$ cat src/rtl/if_fetch_pkg.sv
// Shared bus widths, constants and fetch FSM encodings for the instruction-fetch stage.
package if_fetch_pkg;

    localparam int INST_ADDR_W = 32;
    localparam int INST_W      = 32;

    localparam logic [INST_W-1:0] ZERO_WORD = '0;
    localparam logic              STOP      = 1'b1;
    localparam logic              NO_STOP   = 1'b0;

    localparam logic [1:0] IF_IDLE = 2'd0;
    localparam logic [1:0] IF_REQ  = 2'd1;
    localparam logic [1:0] IF_WAIT = 2'd2;

    typedef struct packed {
        logic [INST_ADDR_W-1:0] pc;
        logic [INST_W-1:0]      inst;
    } fetch_entry_t;

endpackage

$ cat src/rtl/if_fetch_buf.sv
// Two-entry {pc, inst} FIFO between instruction memory and IF/ID; clear beats push.
module fetch_buf
    import if_fetch_pkg::*;
(
    input  logic         clk,
    input  logic         rst,
    input  logic         i_push,
    input  logic         i_pop,
    input  logic         i_clear,
    input  fetch_entry_t i_entry,
    output logic [1:0]   o_count,
    output fetch_entry_t o_head
);

    fetch_entry_t r_mem [2];
    logic         r_wr_ptr;
    logic         r_rd_ptr;
    logic [1:0]   r_count;

    always_ff @(posedge clk or negedge rst) begin
        if (!rst) begin
            r_wr_ptr <= 1'b0;
            r_rd_ptr <= 1'b0;
            r_count  <= 2'd0;
        end else if (i_clear) begin
            r_wr_ptr <= 1'b0;
            r_rd_ptr <= 1'b0;
            r_count  <= 2'd0;
        end else begin
            if (i_push) r_wr_ptr <= ~r_wr_ptr;
            if (i_pop)  r_rd_ptr <= ~r_rd_ptr;
            r_count <= r_count + {1'b0, i_push} - {1'b0, i_pop};
        end
    end

    always_ff @(posedge clk or negedge rst) begin
        if (!rst) begin
            r_mem[0] <= '0;
            r_mem[1] <= '0;
        end else if (i_push && !i_clear) begin
            r_mem[r_wr_ptr] <= i_entry;
        end
    end

    assign o_count = r_count;
    assign o_head  = r_mem[r_rd_ptr];

endmodule

$ cat src/rtl/if_fetch.sv
// Instruction fetch: owns the PC, issues single-outstanding req/gnt/rvalid fetches,
// buffers up to two returned words and handles branch/flush redirects.
module if_fetch
    import if_fetch_pkg::*;
#(
    parameter logic [31:0] RESET_PC = 32'h0000_0100
) (
    input  logic        clk,
    input  logic        rst,
    input  logic [5:0]  stall,
    input  logic        branch_flag_i,
    input  logic [31:0] branch_target_i,
    input  logic        flush_i,
    input  logic [31:0] new_pc_i,
    output logic        iram_req_o,
    output logic [31:0] iram_addr_o,
    input  logic        iram_gnt_i,
    input  logic        iram_rvalid_i,
    input  logic [31:0] iram_rdata_i,
    output logic [31:0] if_pc,
    output logic [31:0] if_inst,
    output logic        stallreq_if
);

    logic [1:0]   r_state, w_state_nxt;
    logic [31:0]  r_req_pc, w_req_pc_nxt;
    logic [31:0]  r_fetch_pc, w_fetch_pc_nxt;
    logic         r_drop, w_drop_nxt;

    logic         w_redirect, w_push, w_pop, w_rvalid_wait, w_room, w_room_after;
    logic [31:0]  w_target;
    logic [1:0]   w_count, w_count_after;
    logic [2:0]   w_reserved;
    fetch_entry_t w_head;
    logic         w_unused;

    assign w_unused      = ^{stall[5:2], stall[0]};
    assign w_redirect    = flush_i | branch_flag_i;
    assign w_target      = flush_i ? new_pc_i : branch_target_i;
    assign w_pop         = (w_count != 2'd0) && !stall[1];
    assign w_rvalid_wait = (r_state == IF_WAIT) && iram_rvalid_i;
    assign w_push        = w_rvalid_wait && !r_drop && !w_redirect;
    // Any request in flight already owns a buffer slot.
    assign w_reserved    = {1'b0, w_count} + {2'b00, (r_state != IF_IDLE)};
    assign w_room        = w_reserved < 3'd2;
    assign w_count_after = w_count + {1'b0, w_push} - {1'b0, w_pop};
    assign w_room_after  = w_count_after < 2'd2;

    always_comb begin
        w_state_nxt    = r_state;
        w_req_pc_nxt   = r_req_pc;
        w_fetch_pc_nxt = w_redirect ? w_target : r_fetch_pc;
        w_drop_nxt     = r_drop;
        case (r_state)
            IF_IDLE: begin
                if (w_redirect) begin
                    w_state_nxt  = IF_REQ;
                    w_req_pc_nxt = w_target;
                end else if (w_room) begin
                    w_state_nxt  = IF_REQ;
                    w_req_pc_nxt = r_fetch_pc;
                end
            end
            IF_REQ: begin
                // A granted stale request must not advance the redirected PC.
                if (w_redirect) begin
                    w_drop_nxt = 1'b1;
                    if (iram_gnt_i) w_state_nxt = IF_WAIT;
                end else if (iram_gnt_i) begin
                    w_state_nxt = IF_WAIT;
                    if (!r_drop) w_fetch_pc_nxt = r_fetch_pc + 32'd4;
                end
            end
            IF_WAIT: begin
                if (iram_rvalid_i) begin
                    w_drop_nxt = 1'b0;
                    if (w_redirect) begin
                        w_state_nxt  = IF_REQ;
                        w_req_pc_nxt = w_target;
                    end else if (w_room_after) begin
                        w_state_nxt  = IF_REQ;
                        w_req_pc_nxt = r_fetch_pc;
                    end else begin
                        w_state_nxt  = IF_IDLE;
                    end
                end else if (w_redirect) begin
                    w_drop_nxt = 1'b1;
                end
            end
            default: w_state_nxt = IF_IDLE;
        endcase
    end

    always_ff @(posedge clk or negedge rst) begin
        if (!rst) begin
            r_state    <= IF_IDLE;
            r_req_pc   <= ZERO_WORD;
            r_fetch_pc <= RESET_PC;
            r_drop     <= 1'b0;
        end else begin
            r_state    <= w_state_nxt;
            r_req_pc   <= w_req_pc_nxt;
            r_fetch_pc <= w_fetch_pc_nxt;
            r_drop     <= w_drop_nxt;
        end
    end

    fetch_buf u_fetch_buf (
        .clk     (clk),
        .rst     (rst),
        .i_push  (w_push),
        .i_pop   (w_pop),
        .i_clear (w_redirect),
        .i_entry ({r_req_pc, iram_rdata_i}),
        .o_count (w_count),
        .o_head  (w_head)
    );

    assign iram_req_o  = (r_state == IF_REQ);
    assign iram_addr_o = r_req_pc;
    assign if_pc       = (w_count != 2'd0) ? w_head.pc   : ZERO_WORD;
    assign if_inst     = (w_count != 2'd0) ? w_head.inst : ZERO_WORD;
    assign stallreq_if = (w_count == 2'd0) ? STOP : NO_STOP;

endmodule

$ cat config.mk
export PLATFORM = sky130hd
export DESIGN_NAME = if_fetch
export DESIGN_NICKNAME = d
export VERILOG_FILES = /design/src/rtl/if_fetch_pkg.sv /design/src/rtl/if_fetch_buf.sv /design/src/rtl/if_fetch.sv
export SDC_FILE = /design/constraint.sdc
export NUM_CORES = 1
export LEC_CHECK = 0
export ABC_AREA = 1
export CORE_ASPECT_RATIO = 1.2
export CORE_MARGIN = 2
export CORE_UTILIZATION = 27
export DETAILED_ROUTE_END_ITERATION = 16
export SYNTH_ARGS = -nofsm -noshare
export SYNTH_HDL_FRONTEND = slang
export SYNTH_HIERARCHICAL = 1
export SYNTH_SLANG_ARGS = --single-unit
$ cat constraint.sdc
create_clock -name clk -period 4.5 [get_ports clk]
set_input_delay 1.125 -clock clk [delete_from_list [all_inputs] [get_ports clk]]
set_output_delay 1.125 -clock clk [all_outputs]
set_load 0.01 [all_outputs]
==> out/results.ini <==
[layout]
mostFrequentLayoutCell = nand2_1
fin_nets = 1700
multi_input_area_um2 = 5037
register_area_um2 = 4985
area_growth_pct = 25.88
n_antenna_cell = 0
final_cell_mix = nand2_1 (360), clkdlybuf4s50_1 (199), dfrtp_1 (197)
drive_gt1_share_pct = 12.02
fillerInstances = 4385

[floorplanning]
core_region_area_um2 = 41450
die_h_um = 227.8
fp-row-count = 82
die-area_um2 = 43380
initial_core_util_pct = 27.18
io_pins = 206
die_x_um = 190.5

[pwr]
powerDensity_nw_per_um2 = 401.6
p_leak_nw = 6.327
ir_worst_vdd_uv = 273.3
power_mw = 5.694

[cts]
clk_latency_ns = 0.45
ctsRootBufferMaster = clkbuf_16
clockBufferDepth = 2
post_cts_buffers = 0
cts_tree = yes
h-tree-depth = 4
cts_hold_buf = 0
post_cts_resized = 0
cts_sinks = 199
cts_buffers = 17
clkTransAtPathRegs_ns = 0.07

[yosys]
synthTopCellsByArea = dfrtp_1 (44%), nand2_1 (12%), mux2_2 (6.4%)
synth_top_area_share_pct = 43.98
ys_warn_count = 6
synth_area_leader_cell = dfrtp_1
synthDistinctLibCells = 38
syn_avg_cell_area_um2 = 7.906
ys_ff_latch = 199
yosysSeqAreaShare_pct = 44.21
syn_inst = 1425
synth_area_um2 = 11270
synthesis.nets = 1541

[global_routing]
antenna_found_initial = 0
grt_pass1_vias = 9412
grt_max_degree = 97
grt_pass1_wl_um = 50530
overflow = 0
grt_usage_pct = 14.83

[placement]
gp_congestion = 0.9555
port_buffers = 200
dp_hpwl_um = 22770

[sta]
tightest_slew_ns = 1.103
period_share_pct = 81.92
hold_viol_final = 0
slew_viol_final = 0
rsz0062_at_grt = no
max_freq_mhz = 271.3
post-route-min-period_ns = 3.687
maxSlewHeadroom_pct = 26.31
final-setup-viol-count = 0
setup_tns_ns = 0
finalClockSkew_ns = 0.01174

[worst_setup_path]
crit_fanout = 41
crit_arrival_ns = 2.56
cp_slowest_cell = dfrtp_4
cp_slowest_stage_delay_ns = 0.87
critical_path.endpoint_type = output pin
path_cells = buf_12 -> mux2_2 -> inv_1 -> nor2_1 -> clkdlybuf4s50_1
cp_num_buf_inv = 3
crit_type = register to output pin
start_kind = register
cp.required_ns = 3.38
path_delay_family = flip-flops

[detailed_routing]
routed_wl_um = 31580
vias_per_cell = 4.490
initialDrtViolationCount = 644
vias = 9622
ant_nets = 0
drtPass1Iterations = 5
wl_per_cell_um = 14.73
route.detailed.drc = 0

[flow_run]
maxCapViolations = 0

[hold_path]
hold_path_class = register to register

[run_status]
status = completed

[layout make-up]
type | instances | area share, %
Sequential cell | 199 | 35.15
Tap cell | 546 | 4.817
Inverter | 190 | 5.029
Clock buffer | 22 | 3.203
Clock inverter | 10 | 0.7058
Timing Repair Buffer | 217 | 15.57
Multi-Input combinational cell | 959 | 35.52
[per-stage QoR]
stage | hold WS, ns | util, % | cells | setup WS (ns) | area, um2
finish | 0.4789 | 34.21 | 2143 | 0.8134 | 14180
global route | 0.4897 | 34.21 | 2143 | 0.5890 | 14180
CTS | 0.4804 | 34.21 | 2143 | 0.7401 | 14180
detailed placement | 0.4628 | 32.88 | 2111 | 0.4786 | 13630
global placement | 0.4586 | 32.88 | 2111 | 0.5749 | 13630
floorplan | 0.4492 | - | 1425 | 2.034 | 11270
[where the power goes]
part / total (mW) / switching [mW] / internal [mW]
Clock: 1.48 / 0.694 / 0.782
Combinational: 1.80 / 1.07 / 0.734
Sequential: 2.42 / 0.327 / 2.09
Total: 5.69 / 2.09 / 3.60
[routing by layer]
layer | up-vias | track usage, % | routed length [um]
li1 | 4883 | - | -
met1 | 4484 | 19.01 | 14230
met2 | 214 | 24.98 | 15330
met3 | 41 | 2.169 | 1147
met4 | 0 | 5.862 | 872
met5 | - | 0 | 0
[tightest hold or removal path, cell delays in order (launching register included)]
cell,delay (ns)
dfrtp_1,0.34
nand2_1,0.06
o21ai_2,0.05
[state kept, by name, indices dropped and copies added (netlist names)]
signal and count:
u_fetch_buf/r_mem 128, iram_addr_o 32, r_fetch_pc 32, r_state 2
u_fetch_buf/o_count 2, r_drop 1, u_fetch_buf/r_rd_ptr 1, u_fetch_buf/r_wr_ptr 1
[Yosys cell counts]
| cell | instances |
|---|---|
| o211ai_1 | 8 |
| a31oi_2 | 1 |
| o31ai_1 | 1 |
| o21ai_0 | 72 |
| nand3_4 | 1 |
| xor2_1 | 2 |
| nand2_1 | 360 |
| nand2_2 | 1 |
| inv_1 | 187 |
| nand3b_4 | 1 |
| buf_1 | 4 |
| nand3_2 | 1 |
| nand4_1 | 37 |
| buf_2 | 16 |
| clkinv_1 | 1 |
| a21oi_1 | 14 |
| mux2_2 | 64 |
| clkbuf_1 | 20 |
| dfrtp_1 | 198 |
| and2_1 | 2 |
| o221ai_1 | 4 |
| nand4_2 | 1 |
| nor2_2 | 4 |
| nand3_1 | 52 |
| buf_6 | 27 |
| buf_4 | 10 |
| ha_1 | 8 |
| nor2_1 | 177 |
| nor2_8 | 1 |
| or2_2 | 2 |
| nand3b_1 | 2 |
| a31oi_1 | 16 |
| a22o_1 | 1 |
| o21ai_2 | 64 |
| dfstp_2 | 1 |
| nor3_1 | 3 |
| o21ai_1 | 59 |
| inv_2 | 2 |
[path summary, 6_finish.rpt]
path                                              startpoint                                end  slack (ns)  cells past startpoint
hold reg to reg            u_fetch_buf/r_mem[33]$_DFFE_PN0P_  u_fetch_buf/r_mem[33]$_DFFE_PN0P_        0.48                      2
setup reg to reg            u_fetch_buf/o_count[1]$_DFF_PN0_        iram_addr_o[16]$_DFFE_PN0P_        1.28                     10
hold / removal             u_fetch_buf/r_mem[33]$_DFFE_PN0P_  u_fetch_buf/r_mem[33]$_DFFE_PN0P_        0.48                      2
max in group asynchronous                                rst   u_fetch_buf/r_rd_ptr$_DFFE_PN0P_        2.80                      2
setup / recovery            u_fetch_buf/r_rd_ptr$_DFFE_PN0P_                          if_pc[13]        0.81                      5
min in group asynchronous                                rst  u_fetch_buf/r_mem[25]$_DFFE_PN0P_        0.76                      1
[cell families after synthesis]
kind of cell,after synthesis,share of synthesized area (%)
AO/OA/AOI/OAI,240,13.41
multiplexers,64,6.397
buffers and inverters,267,11.21
flip-flops,199,44.21
AND/OR/NAND/NOR,645,23.73
adder cells (fa/ha/maj),8,0.8885
XOR/XNOR,2,0.1555
(Power assumes the default switching activity.)
